`config.mk`:
```
export PLATFORM = sky130hd
export DESIGN_NAME = seg_scan_ctrl
export DESIGN_NICKNAME = d
export VERILOG_FILES = /design/src/rtl/seg_scan_pkg.sv /design/src/rtl/seg_hex_decode.sv /design/src/rtl/seg_scan_ctrl.sv
export SDC_FILE = /design/constraint.sdc
export NUM_CORES = 1
export LEC_CHECK = 0
export ABC_AREA = 1
export CAP_MARGIN = 20
export CELL_PAD_IN_SITES_DETAIL_PLACEMENT = 2
export CELL_PAD_IN_SITES_GLOBAL_PLACEMENT = 2
export CORE_MARGIN = 1.5
export CORE_UTILIZATION = 28
export DETAILED_ROUTE_END_ITERATION = 8
export PLACE_DENSITY = 0.81
export SLEW_MARGIN = 20
export SYNTH_ARGS = -nofsm -noshare
export SYNTH_HDL_FRONTEND = slang
export SYNTH_SLANG_ARGS = --single-unit
```
`constraint.sdc`:
```
create_clock -name clk_7seg -period 2.25 [get_ports clk_7seg]
set_input_delay 0.225 -clock clk_7seg [delete_from_list [all_inputs] [get_ports clk_7seg]]
set_output_delay 0.225 -clock clk_7seg [all_outputs]
set_load 0.05 [all_outputs]
```
`src/rtl/seg_scan_pkg.sv`:
```
// Shared types and constants for the 8-digit seven-segment scan controller.
package seg_scan_pkg;

  // Owner FSM; encodings double as the src_sel output value
  typedef enum logic [1:0] {
    BLANK     = 2'b00,
    SHOW_DBG  = 2'b01,
    SHOW_MMIO = 2'b10
  } state_t;

  localparam logic [1:0] SRC_NONE = 2'b00;
  localparam logic [1:0] SRC_DBG  = 2'b01;
  localparam logic [1:0] SRC_MMIO = 2'b10;

  localparam logic [7:0] ANODE_OFF = 8'hFF;
  localparam logic [6:0] SEG_OFF   = 7'h7F;

  // Active-low segments {a,b,c,d,e,f,g}, indexed by hex nibble
  localparam logic [6:0] SEG_LUT [16] = '{
    7'b0000001, 7'b1001111, 7'b0010010, 7'b0000110,
    7'b1001100, 7'b0100100, 7'b0100000, 7'b0001111,
    7'b0000000, 7'b0000100, 7'b0001000, 7'b1100000,
    7'b0110001, 7'b1000010, 7'b0110000, 7'b0111000
  };

  // Active-low one-hot anode select for a digit index
  function automatic logic [7:0] anode_onehot(input logic [2:0] d);
    return ~(8'h01 << d);
  endfunction

endpackage

```
`src/rtl/seg_hex_decode.sv`:
```
// Combinational hex nibble to active-low seven-segment pattern.
module seg_hex_decode
  import seg_scan_pkg::*;
(
  input  logic [3:0] nib,
  output logic [6:0] seg
);

  assign seg = SEG_LUT[nib];

endmodule

```
`src/rtl/seg_scan_ctrl.sv`:
```
// Two-requester seven-segment scan controller: debug has fixed priority over
// MMIO, owners keep the display for at least HOLD frames, and the displayed
// value is snapshotted once per frame so it never tears.
// Optional build macro SEG_SCAN_LZ_BLANK_EN: blank leading-zero digits.
module seg_scan_ctrl
  import seg_scan_pkg::*;
#(
  parameter int DWELL = 4,
  parameter int HOLD  = 2
) (
  input  logic        clk_7seg,
  input  logic        Rst,
  input  logic        dbg_req,
  input  logic [31:0] dbg_data,
  input  logic        mmio_req,
  input  logic [31:0] mmio_data,
  output logic [7:0]  an,
  output logic [6:0]  sev_out,
  output logic [1:0]  src_sel,
  output logic        frame_done
);

  state_t      state, state_nxt;
  logic [7:0]  dwell;
  logic [2:0]  digit;
  logic [3:0]  hold_cnt;
  logic [31:0] snap;
  logic        last_dwell, frame_end, hold_ok, grant, load_snap, lit;
  logic [31:0] snap_src;
  logic [3:0]  nib;
  logic [6:0]  seg_dec;

  assign last_dwell = (dwell == 8'(DWELL - 1));
  assign frame_end  = last_dwell && (digit == 3'd7);
  assign frame_done = frame_end && !Rst;
  // The frame ending now counts toward HOLD, hence the -1
  assign hold_ok    = (hold_cnt >= 4'(HOLD - 1));

  // Next owner: immediate grant from BLANK, otherwise only at an eligible frame boundary
  always_comb begin
    state_nxt = state;
    grant     = 1'b0;
    unique case (state)
      BLANK: begin
        if (dbg_req) begin
          state_nxt = SHOW_DBG;
          grant     = 1'b1;
        end else if (mmio_req) begin
          state_nxt = SHOW_MMIO;
          grant     = 1'b1;
        end
      end
      SHOW_DBG, SHOW_MMIO: begin
        if (frame_end && hold_ok) begin
          if (dbg_req)       state_nxt = SHOW_DBG;
          else if (mmio_req) state_nxt = SHOW_MMIO;
          else               state_nxt = BLANK;
        end
      end
      default: state_nxt = BLANK;
    endcase
  end

  // Owner state register
  always_ff @(posedge clk_7seg) begin
    if (Rst) state <= BLANK;
    else     state <= state_nxt;
  end

  // Snapshot loads on the edge that enters digit 0/dwell 0 for the incoming owner
  assign load_snap = (grant || frame_end) && (state_nxt != BLANK);
  assign snap_src  = (state_nxt == SHOW_DBG) ? dbg_data : mmio_data;

  // Scan counters, hold counter and frame snapshot
  always_ff @(posedge clk_7seg) begin
    if (Rst) begin
      dwell    <= '0;
      digit    <= '0;
      hold_cnt <= '0;
      snap     <= '0;
    end else begin
      if (grant) begin
        dwell <= '0;
        digit <= '0;
      end else if (last_dwell) begin
        dwell <= '0;
        digit <= digit + 3'd1;
      end else begin
        dwell <= dwell + 8'd1;
      end
      if (state_nxt != state)
        hold_cnt <= '0;
      else if (frame_end && (state != BLANK) && (hold_cnt != 4'(HOLD)))
        hold_cnt <= hold_cnt + 4'd1;
      if (load_snap) snap <= snap_src;
    end
  end

  assign nib = snap[{digit, 2'b00} +: 4];

  seg_hex_decode u_dec (
    .nib (nib),
    .seg (seg_dec)
  );

`ifdef SEG_SCAN_LZ_BLANK_EN
  logic [2:0] msd;
  // Highest nonzero nibble; digit 0 stays lit even for an all-zero value
  always_comb begin
    msd = '0;
    for (int i = 1; i < 8; i++)
      if (snap[4*i +: 4] != 4'h0) msd = 3'(i);
  end
  assign lit = (digit <= msd);
`else
  assign lit = 1'b1;
`endif

  // Registered drive: outputs trail the digit index by one cycle
  always_ff @(posedge clk_7seg) begin
    if (Rst || state == BLANK) begin
      an      <= ANODE_OFF;
      sev_out <= SEG_OFF;
    end else begin
      an      <= lit ? anode_onehot(digit) : ANODE_OFF;
      sev_out <= seg_dec;
    end
  end

  // Owner report
  always_comb begin
    src_sel = SRC_NONE;
    unique case (state)
      SHOW_DBG:  src_sel = SRC_DBG;
      SHOW_MMIO: src_sel = SRC_MMIO;
      default:   src_sel = SRC_NONE;
    endcase
  end

endmodule

```
* Yosys cells after proc, flatten, opt, wreduce, memory -nomap -nowiden *
Memories as Yosys holds them, arrays and structs flattened. A register that Yosys moved wholly into a read port is not among the register bits.
Cells that the tools add are included.
W data, S select, Z words.

storage, ports and cells
  flip-flop bits (word level) = 57
  latch bits = 0
  RAM bits = 0
  memory bits (read-only) = 112
  input bits = 68
  output and inout bits = 18
  word-level logic and storage cells = 49
  memories kept = 1

memories
  memory            words  width  read ports  clocked after Yosys merged registers in  wr ports  line                 RTL
  (name not given)  16     7      1           1                                        0         seg_hex_decode.sv:9  assign seg = SEG_LUT[nib];

cells by class
  add/subtract/negate cells = 3
  multipliers = 0
  divide/modulo/power cells = 0
  order comparisons = 1
  eq/ne operators = 7
  shift-type cells = 2
  multiplexer cells = 11
  bitwise operators = 2
  reduce and logical (&&, ||, !) cells = 16

operator list
  kind                   count
  $mux W32               1
  $shiftx A32 B6 Y4      1
  $mux W2                5
  $add A8 B1 Y8 const B  1
  $eq A8 B2 Y1 const B   1
  $not A8 Y8             1
  $pmux W2 S2            2
  $shl A1 B3 Y8 const A  1
  $logic_and A1 B1 Y1    6
  $reduce_or A2 Y1       3
  $not A4 Y5             1
  $add A4 B1 Y4 const B  1
  $eq A2 B1 Y1 const B   2
  $ge A4 B1 Y1 const B   1
  $ne A4 B2 Y1 const B   1
  $reduce_bool A2 Y1     2
  $add A3 B1 Y3 const B  1
  $eq A3 B3 Y1 const B   1
  $mux W1                3
  $reduce_or A3 Y1       1
  $eq A2 B2 Y1 const B   1
  $logic_not A2 Y1       1
  $logic_or A1 B1 Y1     2
  $ne A2 B2 Y1           1
  $logic_not A1 Y1       1

* Depth between registers and ports, before layout *
Gate-level depths: netlist (run 1).

  depth after elaboration = 7
  mapped depth = 16
  gate-level depth less buffers = 15

* Modules after synthesis *
A second synthesis (run 1) with hierarchy kept.

second synthesis, totals
  cells, all modules = 547
  area, all modules = 3744.8 um2

by module, submodules not included
  module          times used  cells each  area each (um2)
  seg_scan_ctrl   1           498         3470.8
  seg_hex_decode  1           49          274.0

* Worst setup path after synthesis (run 1) *
Ideal clock, no wire load.

  path kind = register -> register
  from = register digit[0]
  to = register sev_out[6]
  arrival time = 1.760 ns
  setup slack = 0.358 ns
  stages on the path, launching flop included = 13
  clock period less this slack = 1.892 ns
  cell sequence = dfxtp_1 -> buf_2 -> clkbuf_1 -> o21ai_0 -> nand2_1 -> inv_1 -> o21ai_1 -> inv_2 -> ha_1 -> inv_1 -> nor2_1 -> o21ai_0 -> nand3_1

on the way
  cells in the longest elaborated chain, start to end = 2

ends and longest elaborated chain
  item                              line                 RTL
  start: declaration                seg_scan_ctrl.sv:25  logic [2:0] digit;
  start signal: assignment          seg_scan_ctrl.sv:87  digit <= digit + 3'd1;
  $shiftx A32 B6 Y4                 seg_scan_ctrl.sv:99  assign nib = snap[{digit, 2'b00} +: 4];
  $not A4 Y5 (not written as such)  seg_hex_decode.sv:9
  end: declaration                  seg_scan_ctrl.sv:18  output logic [6:0] sev_out,

No other way between the ends.
A chain may end at the register's enable or synchronous reset.

* Worst setup path in the final report (run 1) *
  from = register digit[1]
  to = register hold_cnt[3]

on the way
  cells in the longest elaborated chain, start to end = 7

ends and longest elaborated chain
  item                        line                 RTL
  $eq A3 B3 Y1 (*)            seg_scan_ctrl.sv:34  assign frame_end = last_dwell && (digit == 3'd7);
  $logic_and A1 B1 Y1 (*)     seg_scan_ctrl.sv:34
  $logic_and A1 B1 Y1         seg_scan_ctrl.sv:54  if (frame_end && hold_ok) begin
  $mux W2                     seg_scan_ctrl.sv:54
  $pmux W2 S2                 seg_scan_ctrl.sv:43  unique case (state)
  $ne A2 B2 Y1                seg_scan_ctrl.sv:91  if (state_nxt != state)
  $reduce_or A2 Y1 (no line)  -
  end signal: assignment      seg_scan_ctrl.sv:94  hold_cnt <= hold_cnt + 4'd1;
  end: declaration            seg_scan_ctrl.sv:26  logic [3:0] hold_cnt;

Every way passes the cells marked *; elsewhere a longest branch is shown, timed or not.

==> run_results.csv, run 1 <==
group,metric,value,unit
power_and_ir_drop,ir_drop,0.423,mV
clock_tree,path_clk_slew,0.06,ns
synth,synth_area,0.00378,sq mm
floorplan,dieWidth,119,um
floorplan,core_area,0.0132,sq mm
clock_tree,ctsResizeCount,0,
sta,timing.hold.ws,0.391,ns
clock_tree,cts_tree,"yes",
placement,dpl.hpwl,9700,um
global_routing,grt_max_degree,34,
finish,final_nets,709,
sta,hold_viol,0,
sta,setup_viol,0,
global_routing,antenna_found_initial,0,
critical_path,crit_required,2.46,ns
sta,timing.fmax,478,MHz
global_routing,grt_pass1_wl,20900,um
power_and_ir_drop,p_leak,2.28,nW
floorplan,pin_count,86,
sta,finalSetupTns,0,ns
placement,gp_congestion,0.759,
synth,ys_types,29,
clock_tree,clkLatencyLatePin,0.34,ns
clock_tree,cts_buffers,9,
synth,yosysWarnings,0,
critical_path,startpoint_type,"flop",
sta,drv_slew,0,
global_routing,gr-usage-all-layers,18.9,%
power_and_ir_drop,power.density,739,mW/mm^2
synth,netlist_instances,534,
synth,synth_seq_area_share,33.9,%
floorplan,initial_core_util,28.7,%
sta,relSlewSlack,65.7,%
route,avgViaCountPerCell,4.80,
route,dr.pass1.iters,4,
status,status,"finished, final reports clean",
synth,ys_top_cells_by_count,"105 x nand2_1, 84 x inv_1, 64 x dfxtp_1",
route,drcViolationCount,0,
floorplan,die_height,119,um
route,routed_wl,12900,um
route,drt-initial-drc-count,107,
synth,synth_fp_nets,623,
critical_path,crit_type,"flop to flop",
route,detail-route-antenna-nets,0,
synth,post-synth-top-count-cell,"nand2_1",
global_routing,grt_overflow,0,
synth,netlist.area_leader.share,33.9,%
synth,syn_area_per_cell,7.08,sq um
clock_tree,cts_setup_buffers,0,
clock_tree,cts.sinks,64,
sta,period_minus_slack,2.09,ns
clock_tree,clock_path_buffers,2,
clock_tree,root_buffer,"clkbuf_16",
route,wl_per_cell,16.1,um
sta,worst_pin_slew,0.513,ns
placement,io_buffers,85,
flow_run,max_cap_violations,0,
synth,yosysTopAreaCell,"dfxtp_1",
synth,synth_edf_count,0,
finish,post-route-cell-area,0.00518,sq mm
floorplan,fp-row-count,42,
route,num_vias,3843,
sta,finClkSkew,0.00626,ns
hold_path,hold_class,"input pin to flop",
critical_path,reg2regPathDepth,9,
global_routing,first_global_vias,4234,
synth,synth_flop_cell,"dfxtp_1",
critical_path,worst_ep_arrival_time,2.31,ns
finish,diodes,0,
clock_tree,hold_buffers,0,
hold_path,hold_depth,4,
synth,ys_top_cells_by_area,"dfxtp_1 34%, nand2_1 10%, inv_1 8.3%",
power_and_ir_drop,finalPower,3.83,mW
synth,ys_ff_latch,64,
finish,syn_to_final_growth,37.2,%
finish,final_layout_size_suffix_gt1_share,14.2,%
synth,async_flop_share,0,%
critical_path,critPathMaxFanout,11,
clock_tree,htreeDepth,3,
placement,dpl-instance-area,0.00484,sq mm
floorplan,dieArea,0.0142,sq mm
critical_path,cp-end-kind,"flop",
sta,period_share,92.9,%
[metrics by stage]
step,setup slack [ns],instances,util [%]
final,0.159,801,39.3
after floorplan,0.358,534,-
after CTS,0.0558,801,39.1
after detailed placement,0.0943,785,36.7
after global routing,-0.00700,801,39.3
after global placement,0.182,785,36.7
[worst paths after layout]
kind,start,to,slack (ns)
worst max register to register,digit[1]$_SDFFE_PP0N_,hold_cnt[3]$_SDFFE_PP0P_,0.16
worst min register to register,dwell[0]$_SDFF_PP0_,dwell[0]$_SDFF_PP0_,0.46
worst min-delay path,Rst,snap[8]$_SDFFE_PP0P_,0.39
worst max-delay path,digit[1]$_SDFFE_PP0N_,hold_cnt[3]$_SDFFE_PP0P_,0.16
[routing by layer]
metal,up-vias,GRT usage [%],share of wire [%]
met1,1851,21.4,42
met3,25,3.45,2.7
met5,-,0,0
met2,68,34.8,53
met4,0,7.61,2.1
li1,1899,-,-
[layout make-up]
cell class | instances | area [sq um]
timing repair buffer | 103 | 1000
fill | 1534 | 8010
multi-input combinational | 349 | 2010
inverter | 93 | 357
sequential | 64 | 1280
tap | 176 | 220
clock inverter | 2 | 35.0
clock buffer | 14 | 284
[critical path, cell delays in order (launching register included)]
cell and delay [ns]:
dfxtp_1 0.43, ha_1 0.22, ha_1 0.26, nand4_1 0.14
nand3_2 0.11, nand2_1 0.07, nand2_2 0.11, buf_4 0.20
xor2_1 0.31, nor3_1 0.11
[cell usage in the layout, fill, tap and decap left out, drive strengths merged]
cell type,instances
o311ai,1
inv,93
bufinv,1
nand3,52
nand4,36
buf,20
nor3,7
nor3b,2
ha,21
xor2,7
nor4,1
clkdlybuf4s50,83
o21ai,30
clkbuf,14
nand2,110
dfxtp,64
nor2,24
clkinv,1
a21oi,55
o21a,1
o211ai,2
[flip-flops by register name, summed over array words and instances, names as in the netlist]
name and cells:
hold_cnt 4, dwell 8, digit 3, snap 32
an 8, sev_out 7, state 2
[cells by family after synthesis]
logic type | synth area share, %
and+or+nand+nor | 29.0
buffers and inverters | 13.5
AOI/OAI and AO/OA | 15.1
DFF | 33.9
adders and majority gates | 6.95
xor gates and xnor gates | 1.62
[power by group]
group | total [mW] | internal [mW] | leakage (nW) | switching (mW)
clock | 1.49 | 0.977 | 0.159 | 0.509
combinational | 1.05 | 0.391 | 1.60 | 0.658
sequential | 1.30 | 1.25 | 0.524 | 0.0518
total | 3.83 | 2.61 | 2.28 | 1.22
Note: power is estimated with default switching activity, not from simulation.
==> run 2, diff against run 1 <==
--- a/config.mk
+++ b/config.mk
@@ -10,10 +10,11 @@
 export CELL_PAD_IN_SITES_DETAIL_PLACEMENT = 2
 export CELL_PAD_IN_SITES_GLOBAL_PLACEMENT = 2
 export CORE_MARGIN = 1.5
-export CORE_UTILIZATION = 28
+export CORE_UTILIZATION = 27
 export DETAILED_ROUTE_END_ITERATION = 8
-export PLACE_DENSITY = 0.81
+export PLACE_DENSITY = 0.79
 export SLEW_MARGIN = 20
 export SYNTH_ARGS = -nofsm -noshare
 export SYNTH_HDL_FRONTEND = slang
+export SYNTH_HIERARCHICAL = 1
 export SYNTH_SLANG_ARGS = --single-unit
==> run 2 against run 1 <==
  * Non-clock buffer count up 5
  * Core utilization down 0.17 points
  * Global-route usage down 1.4 points
  * Critical path type unchanged
  * Cell area up 1.2%
  * Wire length down 1.0%
  * Clock skew up 0.00094 ns
  * Largest power group unchanged
  * First-iteration DRC count up 38%
  * Sequential cell count unchanged
==> run_results.csv, run 2 <==
group,metric,value,unit
status,status,"finished, final reports clean",
sta,drv_slew,0,
hold_path,hold_class,"flop to flop",
synth,syn_area_per_cell,6.85,sq um
critical_path,slowest_stage,"dfxtp_1",
clock_tree,clkLatencyLatePin,0.33,ns
sta,setup_viol,0,
critical_path,path_cells,"inv_1 -> ha_1 -> inv_1 -> nand3_1 -> nand4_1 -> nand3_2 -> nand2_4 -> nand2_2 -> nand2_2 -> nand2_8 -> inv_16 -> nand3_1 -> nand2_1 -> inv_1",
critical_path,cpLargestDelayFamily,"simple AND/OR/NAND/NOR gates",
sta,worst_pin_slew,0.537,ns
critical_path,startpoint_type,"flop",
finish,final_layout_size_suffix_gt1_share,9.83,%
global_routing,grt_max_degree,36,
global_routing,gr-usage-all-layers,17.5,%
critical_path,path_buf_inv,4,
synth,synth_seq_area_share,34.2,%
synth,post-synth-top-count-cell,"nand2_1",
critical_path,critPathMaxFanout,32,
finish,fin_cells,817,
synth,synth_simple_gate_area_share,31.0,%
critical_path,cp_common_cell,"inv_1",
route,wl_per_cell,15.6,um
sta,hold_viol,0,
global_routing,globalRouteMet3Util,3.07,%
critical_path,cpPeakStageDelay,0.39,ns
route,detail-route-antenna-nets,0,
floorplan,core_area,0.0134,sq mm
global_routing,met2_usage,32.0,%
sta,finalSetupTns,0,ns
sta,relSlewSlack,64.1,%
synth,ys_types,30,
finish,final_cell_mix,"121 x nand2_1, 99 x inv_1, 84 x clkdlybuf4s50_1",
finish,largest_reg_flops,32,
sta,rsz0062_at_grt,"true",
synth,yosysWarnings,6,
critical_path,crit_path_start,"hold_cnt[1]$_SDFFE_PP0P_",
sta,period_share,96.5,%
sta,finClkSkew,0.00719,ns
flow_run,max_cap_violations,0,
route,drcViolationCount,0,
finish,final_common_cell,"nand2_1",
synth,synth_flop_cell,"dfxtp_1",
route,avgViaCountPerCell,4.78,
sta,timing.hold.ws,0.451,ns
global_routing,antenna_found_initial,0,
clock_tree,hold_buffers,0,
synth,synthMuxAreaShare,0,%
synth,ys_ff_latch,64,
clock_tree,path_clk_slew,0.05,ns
synth,async_flop_share,0,%
sta,timing.fmax,461,MHz
finish,multi_input_area,0.00197,sq mm
synth,synth_compound_area_share,11.0,%
clock_tree,root_buffer,"clkbuf_16",
synth,synth_edf_count,0,
sta,period_minus_slack,2.17,ns
clock_tree,clock_path_buffers,2,
route,dr.pass1.iters,4,
critical_path,worst_ep_arrival_time,2.37,ns
synth,synth_area,0.00374,sq mm
floorplan,fp-row-count,42,
hold_path,hold_depth,1,
sta,setup_ws,0.0797,ns
floorplan,initial_core_util,27.9,%
finish,register_area,0.00128,sq mm
route,drt-initial-drc-count,148,
synth,netlist_instances,547,
placement,gp_congestion,0.752,
finish,fin_util,39.1,%
synth,ys_top_cells_by_count,"121 x nand2_1, 100 x inv_1, 64 x dfxtp_1",
finish,largestRegisters,"snap (32), an (8), dwell (8)",
global_routing,first_global_vias,4198,
finish,fillers,1557,
synth,synth_top_family_by_area,"simple AND/OR/NAND/NOR gates",
floorplan,dieArea,0.0146,sq mm
route,routed_wl,12800,um
clock_tree,cts.sinks,64,
clock_tree,htreeDepth,3,
power_and_ir_drop,p_leak,2.35,nW
hold_path,min-delay-start,"dwell[0]$_SDFF_PP0_",
critical_path,crit_type,"flop to flop",
clock_tree,cts_tree,"yes",
global_routing,use_met1,20.5,%
critical_path,cp-end-kind,"flop",
power_and_ir_drop,power.density,729,mW/mm^2
global_routing,grt_pass1_wl,20400,um
floorplan,dieWidth,121,um
route,num_vias,3906,
synth,ys_top_cells_by_area,"dfxtp_1 34%, nand2_1 12%, inv_1 10%",
floorplan,pin_count,86,
critical_path,crit_required,2.45,ns
finish,diodes,0,
global_routing,grt_overflow,0,
placement,io_buffers,85,
critical_path,reg2regPathDepth,14,
synth,synth_fa_ha_area_share,7.35,%
floorplan,die_height,121,um
synth,netlist.area_leader.share,34.2,%
synth,yosysTopAreaCell,"dfxtp_1",
critical_path,cp.depth,14,
hold_path,hold-path-endpoint,"dwell[0]$_SDFF_PP0_",
placement,dpl.hpwl,9090,um
critical_path,r2r-start,"hold_cnt[1]$_SDFFE_PP0P_",
synth,synth_xor_area_share,1.64,%
placement,dp_slack,-0.290,ns
placement,dp_cells,794,
finish,regMostFlops,"snap",
global_routing,top_usage_layer,"met2",
finish,final_nets,726,
clock_tree,cts_buffers,9,
critical_path,reg2reg_slack,0.08,ns
critical_path,r2r-end,"snap[4]$_SDFFE_PP0P_",
synth,synth_fp_nets,637,
finish,syn_to_final_growth,40.1,%
power_and_ir_drop,ir_drop,0.366,mV
run 2: how the worst max path moves through the flow:
stage | end | slack (ns)
CTS | snap[29]$_SDFFE_PP0P_ | 0.01
global placement | sev_out[3]$_SDFF_PP1_ | -0.08
global route | snap[4]$_SDFFE_PP0P_ | -0.03
finish | snap[4]$_SDFFE_PP0P_ | 0.08
floorplan | sev_out[3]$_SDFF_PP1_ | 0.17
detailed placement | sev_out[3]$_SDFF_PP1_ | -0.29
run 2: area by class of cell:
type                       instances  share of cell area, %
timing repair buffer             108                   20.2
clock inverter                     3                   1.24
inverter                         102                   7.61
sequential                        64                   24.5
tap                              176                   4.20
multi-input combinational        351                   37.5
clock buffer                      13                   4.77
run 2: layer usage:
metal,part of all wire [%],up-vias
li1,-,1932
met2,54,65
met4,1.8,0
met1,43,1892
met3,2.0,17
met5,0,-
run 2: worst register-to-register path, delay by kind of cell, from the launching register on:
family,cells,cell delay (ns)
fa+ha+maj,1,0.19
buf+inv,4,0.40
flops,1,0.39
simple gates,9,1.07
run 2: through the flow:
step	cell area [sq um]	power, mW
finish	5250	3.82
global route	5250	4.05
CTS	5130	3.81
detailed placement	4780	2.30
global placement	4780	2.25
floorplan	3740	1.97
run 2: kinds of logic (layout without fill, tap and decap cells):
| logic type | Yosys count | in the layout |
|---|---|---|
| buffers and inverters | 132 | 226 |
| and+or+nand+nor | 245 | 245 |
| xor gates and xnor gates | 7 | 7 |
| adders and majority gates | 22 | 22 |
| DFF | 64 | 64 |
| AOI/OAI and AO/OA | 77 | 77 |
run 2: report_power, final:
| group | internal, mW | switching (mW) |
|---|---|---|
| Clock | 0.999 | 0.482 |
| Combinational | 0.399 | 0.651 |
| Sequential | 1.25 | 0.0470 |
run 2: what timing repair did:
item,4_1_cts,5_1_grt
pin swaps,0,2
endpoints found under the setup margin,39,44
gates resized for setup,7,17
endpoints found under the hold margin,0,0
buffers inserted,0,7
